### config.mk
export PLATFORM = sky130hd
export DESIGN_NAME = filter_serial_reader
export DESIGN_NICKNAME = d
export VERILOG_FILES = /design/src/rtl/filter_rd_pkg.sv /design/src/rtl/filter_rd_phase_cnt.sv /design/src/rtl/filter_serial_reader.sv
export SDC_FILE = /design/constraint.sdc
export NUM_CORES = 1
export LEC_CHECK = 0
export BUFFER_PORTS_ARGS = -buffer_cell sky130_fd_sc_hd__buf_4
export CAP_MARGIN = 20
export CORE_ASPECT_RATIO = 1.75
export CORE_MARGIN = 2
export CORE_UTILIZATION = 40
export DETAILED_ROUTE_END_ITERATION = 16
export PLACE_DENSITY = 0.7
export SETUP_SLACK_MARGIN = 0.05
export SYNTH_ARGS = -nofsm -noshare
export SYNTH_HDL_FRONTEND = slang
export SYNTH_SLANG_ARGS = --single-unit
### constraint.sdc
create_clock -name clk -period 2 [get_ports clk]
set_clock_uncertainty 0.15 [all_clocks]
set_input_delay 0.4 -clock clk [delete_from_list [all_inputs] [get_ports clk]]
set_output_delay 0.4 -clock clk [all_outputs]
set_load 0.05 [all_outputs]
### src/rtl/filter_rd_pkg.sv
// Shared types and default constants for the filter serial reader.
package filter_rd_pkg;

  typedef enum logic [2:0] {
    IDLE,
    SETUP,
    SHIFT_LO,
    SHIFT_HI,
    HOLD
  } rd_state_t;

  localparam int unsigned RD_DATA_W   = 12;
  localparam int unsigned RD_SCLK_DIV = 1;
  localparam int unsigned RD_CS_SETUP = 2;
  localparam int unsigned RD_CS_HOLD  = 1;

endpackage

### src/rtl/filter_rd_phase_cnt.sv
// Loadable down-counter timing each reader phase; done flags the last cycle.
module filter_rd_phase_cnt #(
  parameter int unsigned W = 2
) (
  input  logic         clk,
  input  logic         rst_n,
  input  logic         load,
  input  logic [W-1:0] load_val,
  output logic         done
);

  logic [W-1:0] cnt;

  // Load on phase entry, then count down and park at zero.
  always_ff @(posedge clk or negedge rst_n) begin
    if (!rst_n) begin
      cnt <= '0;
    end else if (load) begin
      cnt <= load_val;
    end else if (cnt != '0) begin
      cnt <= cnt - 1'b1;
    end
  end

  assign done = (cnt == '0);

endmodule

### src/rtl/filter_serial_reader.sv
// Host-side reader: on a falling edge of new_data, runs one cs_n-framed
// transfer and shifts in DATA_W bits MSB-first from the filter.
module filter_serial_reader
  import filter_rd_pkg::*;
#(
  parameter int unsigned DATA_W   = RD_DATA_W,
  parameter int unsigned SCLK_DIV = RD_SCLK_DIV,
  parameter int unsigned CS_SETUP = RD_CS_SETUP,
  parameter int unsigned CS_HOLD  = RD_CS_HOLD
) (
  input  logic              clk,
  input  logic              rst_n,
  input  logic              enable,
  input  logic              new_data,
  input  logic              serial_data_in,
  output logic              sclk,
  output logic              cs_n,
  output logic [DATA_W-1:0] data_out,
  output logic              data_valid,
  output logic              busy,
  output logic              overrun
);

  localparam int unsigned PH_MAX0 = (CS_SETUP > SCLK_DIV) ? CS_SETUP : SCLK_DIV;
  localparam int unsigned PH_MAX  = (PH_MAX0 > CS_HOLD) ? PH_MAX0 : CS_HOLD;
  localparam int unsigned PH_W    = (PH_MAX < 2) ? 1 : $clog2(PH_MAX + 1);
  localparam int unsigned BC_W    = $clog2(DATA_W + 1);

  // Phase counter is loaded with duration-1 so done lands on the last cycle.
  localparam logic [PH_W-1:0] PH_SETUP = PH_W'(CS_SETUP - 1);
  localparam logic [PH_W-1:0] PH_HALF  = PH_W'(SCLK_DIV - 1);
  localparam logic [PH_W-1:0] PH_HOLD  = PH_W'(CS_HOLD - 1);
  localparam logic [BC_W-1:0] BITS     = BC_W'(DATA_W);

  rd_state_t         state, state_d;
  logic              nd_q;
  logic              trigger;
  logic              ph_load;
  logic [PH_W-1:0]   ph_val;
  logic              ph_done;
  logic              shift_en;
  logic [DATA_W-1:0] shreg;
  logic [BC_W-1:0]   bit_cnt;

  assign trigger = nd_q & ~new_data;

  filter_rd_phase_cnt #(
    .W(PH_W)
  ) u_phase_cnt (
    .clk     (clk),
    .rst_n   (rst_n),
    .load    (ph_load),
    .load_val(ph_val),
    .done    (ph_done)
  );

  // Next-state logic; each transition reloads the phase counter.
  always_comb begin
    state_d  = state;
    ph_load  = 1'b0;
    ph_val   = '0;
    shift_en = 1'b0;
    case (state)
      IDLE: begin
        if (trigger && enable) begin
          state_d = SETUP;
          ph_load = 1'b1;
          ph_val  = PH_SETUP;
        end
      end
      SETUP: begin
        if (ph_done) begin
          state_d = SHIFT_LO;
          ph_load = 1'b1;
          ph_val  = PH_HALF;
        end
      end
      SHIFT_LO: begin
        if (ph_done) begin
          state_d  = SHIFT_HI;
          ph_load  = 1'b1;
          ph_val   = PH_HALF;
          shift_en = 1'b1;
        end
      end
      SHIFT_HI: begin
        if (ph_done) begin
          ph_load = 1'b1;
          if (bit_cnt == BITS) begin
            state_d = HOLD;
            ph_val  = PH_HOLD;
          end else begin
            state_d = SHIFT_LO;
            ph_val  = PH_HALF;
          end
        end
      end
      HOLD: begin
        if (ph_done) begin
          state_d = IDLE;
        end
      end
      default: state_d = IDLE;
    endcase
  end

  // State register and new_data edge-detect flop.
  always_ff @(posedge clk or negedge rst_n) begin
    if (!rst_n) begin
      state <= IDLE;
      nd_q  <= 1'b0;
    end else begin
      state <= state_d;
      nd_q  <= new_data;
    end
  end

  // Outputs decoded from the next state so they come straight from flops.
  always_ff @(posedge clk or negedge rst_n) begin
    if (!rst_n) begin
      sclk    <= 1'b0;
      cs_n    <= 1'b1;
      busy    <= 1'b0;
      overrun <= 1'b0;
    end else begin
      sclk    <= (state_d == SHIFT_HI);
      cs_n    <= (state_d == IDLE);
      busy    <= (state_d != IDLE);
      overrun <= trigger && (state != IDLE);
    end
  end

  // Shift on the sclk-rising edge; bit count restarts on entry to SETUP.
  always_ff @(posedge clk or negedge rst_n) begin
    if (!rst_n) begin
      shreg   <= '0;
      bit_cnt <= '0;
    end else if (state == IDLE && state_d == SETUP) begin
      bit_cnt <= '0;
    end else if (shift_en) begin
      shreg   <= {shreg[DATA_W-2:0], serial_data_in};
      bit_cnt <= bit_cnt + 1'b1;
    end
  end

  // Publish the word and pulse valid on the HOLD -> IDLE edge.
  always_ff @(posedge clk or negedge rst_n) begin
    if (!rst_n) begin
      data_out   <= '0;
      data_valid <= 1'b0;
    end else begin
      data_valid <= (state == HOLD) && (state_d == IDLE);
      if ((state == HOLD) && (state_d == IDLE)) begin
        data_out <= shreg;
      end
    end
  end

endmodule

==> metrics <==
RR Startpoint=u_phase_cnt.cnt[0]; average size of a mapped cell=about 14 µm²; grt ovf=0; Worst Setup SP=u_phase_cnt.cnt[0]; Die Width=52.8 µm; total CTS buffers=5; number of global-route vias before repair=1012; period utilization=91.3%; Final ANT Viol Nets=0; sequential share of the synthesized area=58.7%; CTS root buf=clkbuf_8; R2R Setup Slk=0.17 ns; DR pass1 iterations=4; MaxCap Viol Count=0; syn nets=125; Pwr per Cell Area=1400 mW/mm²; Req. time, crit path=2.03 ns; CTS tree=yes; # resized after CTS=0; hold-critical path depth=1; die area=0.00472 mm²; port bufs=21; post-synth cell types=34; hpwl dp=about 1900 µm; cell area after synthesis=0.00167 mm²; Post-CTS Setup Bufs=0; Synth Register Bits=39; antenna cells=0; worst vdd ir=1040 µV; Vias per Instance=5.20; 1st-iter DRT viols=18; commonest cells after routing, fill and taps aside=38 x dfrtp_1, 21 x buf_4, 15 x mux2_2; max_slew headroom=between 60% and 70%; setup_tns=0 ns; fin crit period=1.83 ns; Crit. End Element=register; Placed Area=around 0.0018 mm²; initial cell density of the core=between 40% and 50%; Row Count=31; Max Slew Vio Count=0; R2R cell count=4; status=finished clean; Core Box Area=0.00407 mm²; RD Place Congestion=between 0.7 and 0.8; Clock Pin Slew Worst Setup and Hold Paths=roughly 0.080 ns; Residual DRC=0; initial antenna violation count=0; Worst Max-Slew Pin Slew=0.474 ns; pin count of the biggest net entering global routing=40; worst hold path type=in -> reg; io pins=22; Max clock buf depth=2; nets@finish=149; post-route cell area=about 0.0019 mm²; Total GRT Usage=13.5%; most common cell after layout, fill and taps aside=dfrtp_1; Layout area overhead=16.8%; CTS sink count=39; Final Worst Setup Slack=0.174 ns; yosys warns=0; Die Height=just under 90 µm; Final setup viols=0; wire per inst=~14 µm; pre-CTS WS=roughly 0.17 ns; drt total wl=2650 µm; CTS H-tree depth=2; leakage=0.855 nW; Max Fclk=548 MHz; reg-to-reg critical path endpoint=data_out[6]; CP arrival=~1.9 ns; critical path class=reg -> reg; first-pass GRT wire length=4590 µm; routed vias=988; Syn Inst Count=116; Hold EP=nd_q; hold path start=new_data; Hold Violations, Final=0; CP Max Fanout=13; Filler cells=376; clock latency on the worst-skew pair=0.29 ns; share of layout cells above drive strength 1=roughly 41%; CP startpoint kind=register; RSZ-0062 raised after global routing=false
[final cells by class]
type | instances | area, µm² | area share (%)
Inverter | 5 | 18.8 | 0.965
Multi-Input combinational cell | 66 | 601 | 30.9
Sequential cell | 39 | 977 | 50.3
Clock buffer | 6 | 82.6 | 4.25
Tap cell | 49 | 61.3 | 3.15
Timing Repair Buffer | 23 | 188 | 9.65
Clock inverter | 2 | 16.3 | 0.837
[critical path, stage by stage, from the launching register on]
cell     delay, ns
dfrtp_1       0.40
inv_1         0.09
ha_1          0.30
and3_4        0.39
mux2_2        0.37
[synthesized netlist by cell type (all sizes together)]
cell type  instances  area share [%]
nand2              5             1.1
dfrtp             38              57
and4bb             1            0.75
a21oi              1            0.30
nand3b             2            0.90
buf                6             4.1
mux2              24              18
inv                5             1.1
nand4              1            0.38
nand4b             1            0.53
o31ai              1            0.45
o21ai              2            0.60
nor3b              1            0.45
dfstp              1             1.6
o21bai             1            0.45
a31oi              2            0.75
nand3              3            0.90
nand2b             1            0.38
o41ai              1            0.53
nor4b              1            0.53
and4b              1            0.60
ha                 4             3.0
o211ai             1            0.45
nor3               4             1.2
mux2i              1            0.60
nor2               3            0.83
and3               2             1.1
o311ai             1            0.53
xnor2              1            0.53
[registers in the layout, summed over array words and instances (netlist names)]
| register | flops |
|---|---|
| data_out | 12 |
| shreg | 12 |
| bit_cnt | 4 |
| state | 3 |
| u_phase_cnt.cnt | 2 |
| busy | 1 |
| cs_n | 1 |
| data_valid | 1 |
| nd_q | 1 |
| overrun | 1 |
| sclk | 1 |
[kinds of logic (layout without fill, tap and decap cells)]
| logic type | count (synthesis) | after routing | synth area share, % |
|---|---|---|---|
| flops | 39 | 39 | 58.7 |
| simple gates | 26 | 26 | 9.62 |
| mux | 25 | 25 | 18.9 |
| buf+inv | 11 | 36 | 5.26 |
| compound gates | 10 | 10 | 4.06 |
| fa+ha+maj | 4 | 4 | 3.01 |
| xor+xnor | 1 | 1 | 0.526 |
[where the power goes]
| group | leakage [nW] | switching, W | total [W] | internal [W] |
|---|---|---|---|---|
| combinational | 0.346 | 0.000476 | 0.000935 | 0.000459 |
| sequential | 0.461 | 0.000191 | 0.00123 | 0.00104 |
| clock | 0.0474 | 0.000273 | 0.000554 | 0.000281 |
[how the worst max path moves through the flow]
stage	to	slack, ns
after detailed placement	data_out[6]	0.17
after global placement	data_out[6]	0.27
after floorplan	data_out[0]	0.31
final	data_out[6]	0.17
after global routing	data_out[6]	0.08
after CTS	data_out[6]	0.16
[metrics by stage]
step	total power, W	util [%]	hold WS, ns	instances
5_1_grt	0.00290	47.7	0.0829	190
6_report	0.00272	47.7	0.0856	190
3_3_place_gp	0.00212	45.1	0.233	181
3_5_place_dp	0.00218	45.1	0.243	181
2_1_floorplan	0.00196	-	-0.0456	116
4_1_cts	0.00274	47.7	0.0807	190
[metal layers]
layer  wire [µm]  track usage [%]  part of all wire (%)
met5           0                0                     0
met4          50             4.90                   1.9
met3         125             4.52                   4.7
met2        1380             22.2                    52
met1        1090             16.3                    41
[timing repair]
| item | in CTS | in global routing |
|---|---|---|
| hold buffers | 1 | 0 |
| hold endpoints to repair | 38 | 0 |
| setup endpoints to repair | 0 | 0 |
No activity file was read; power rests on OpenSTA's default activity.
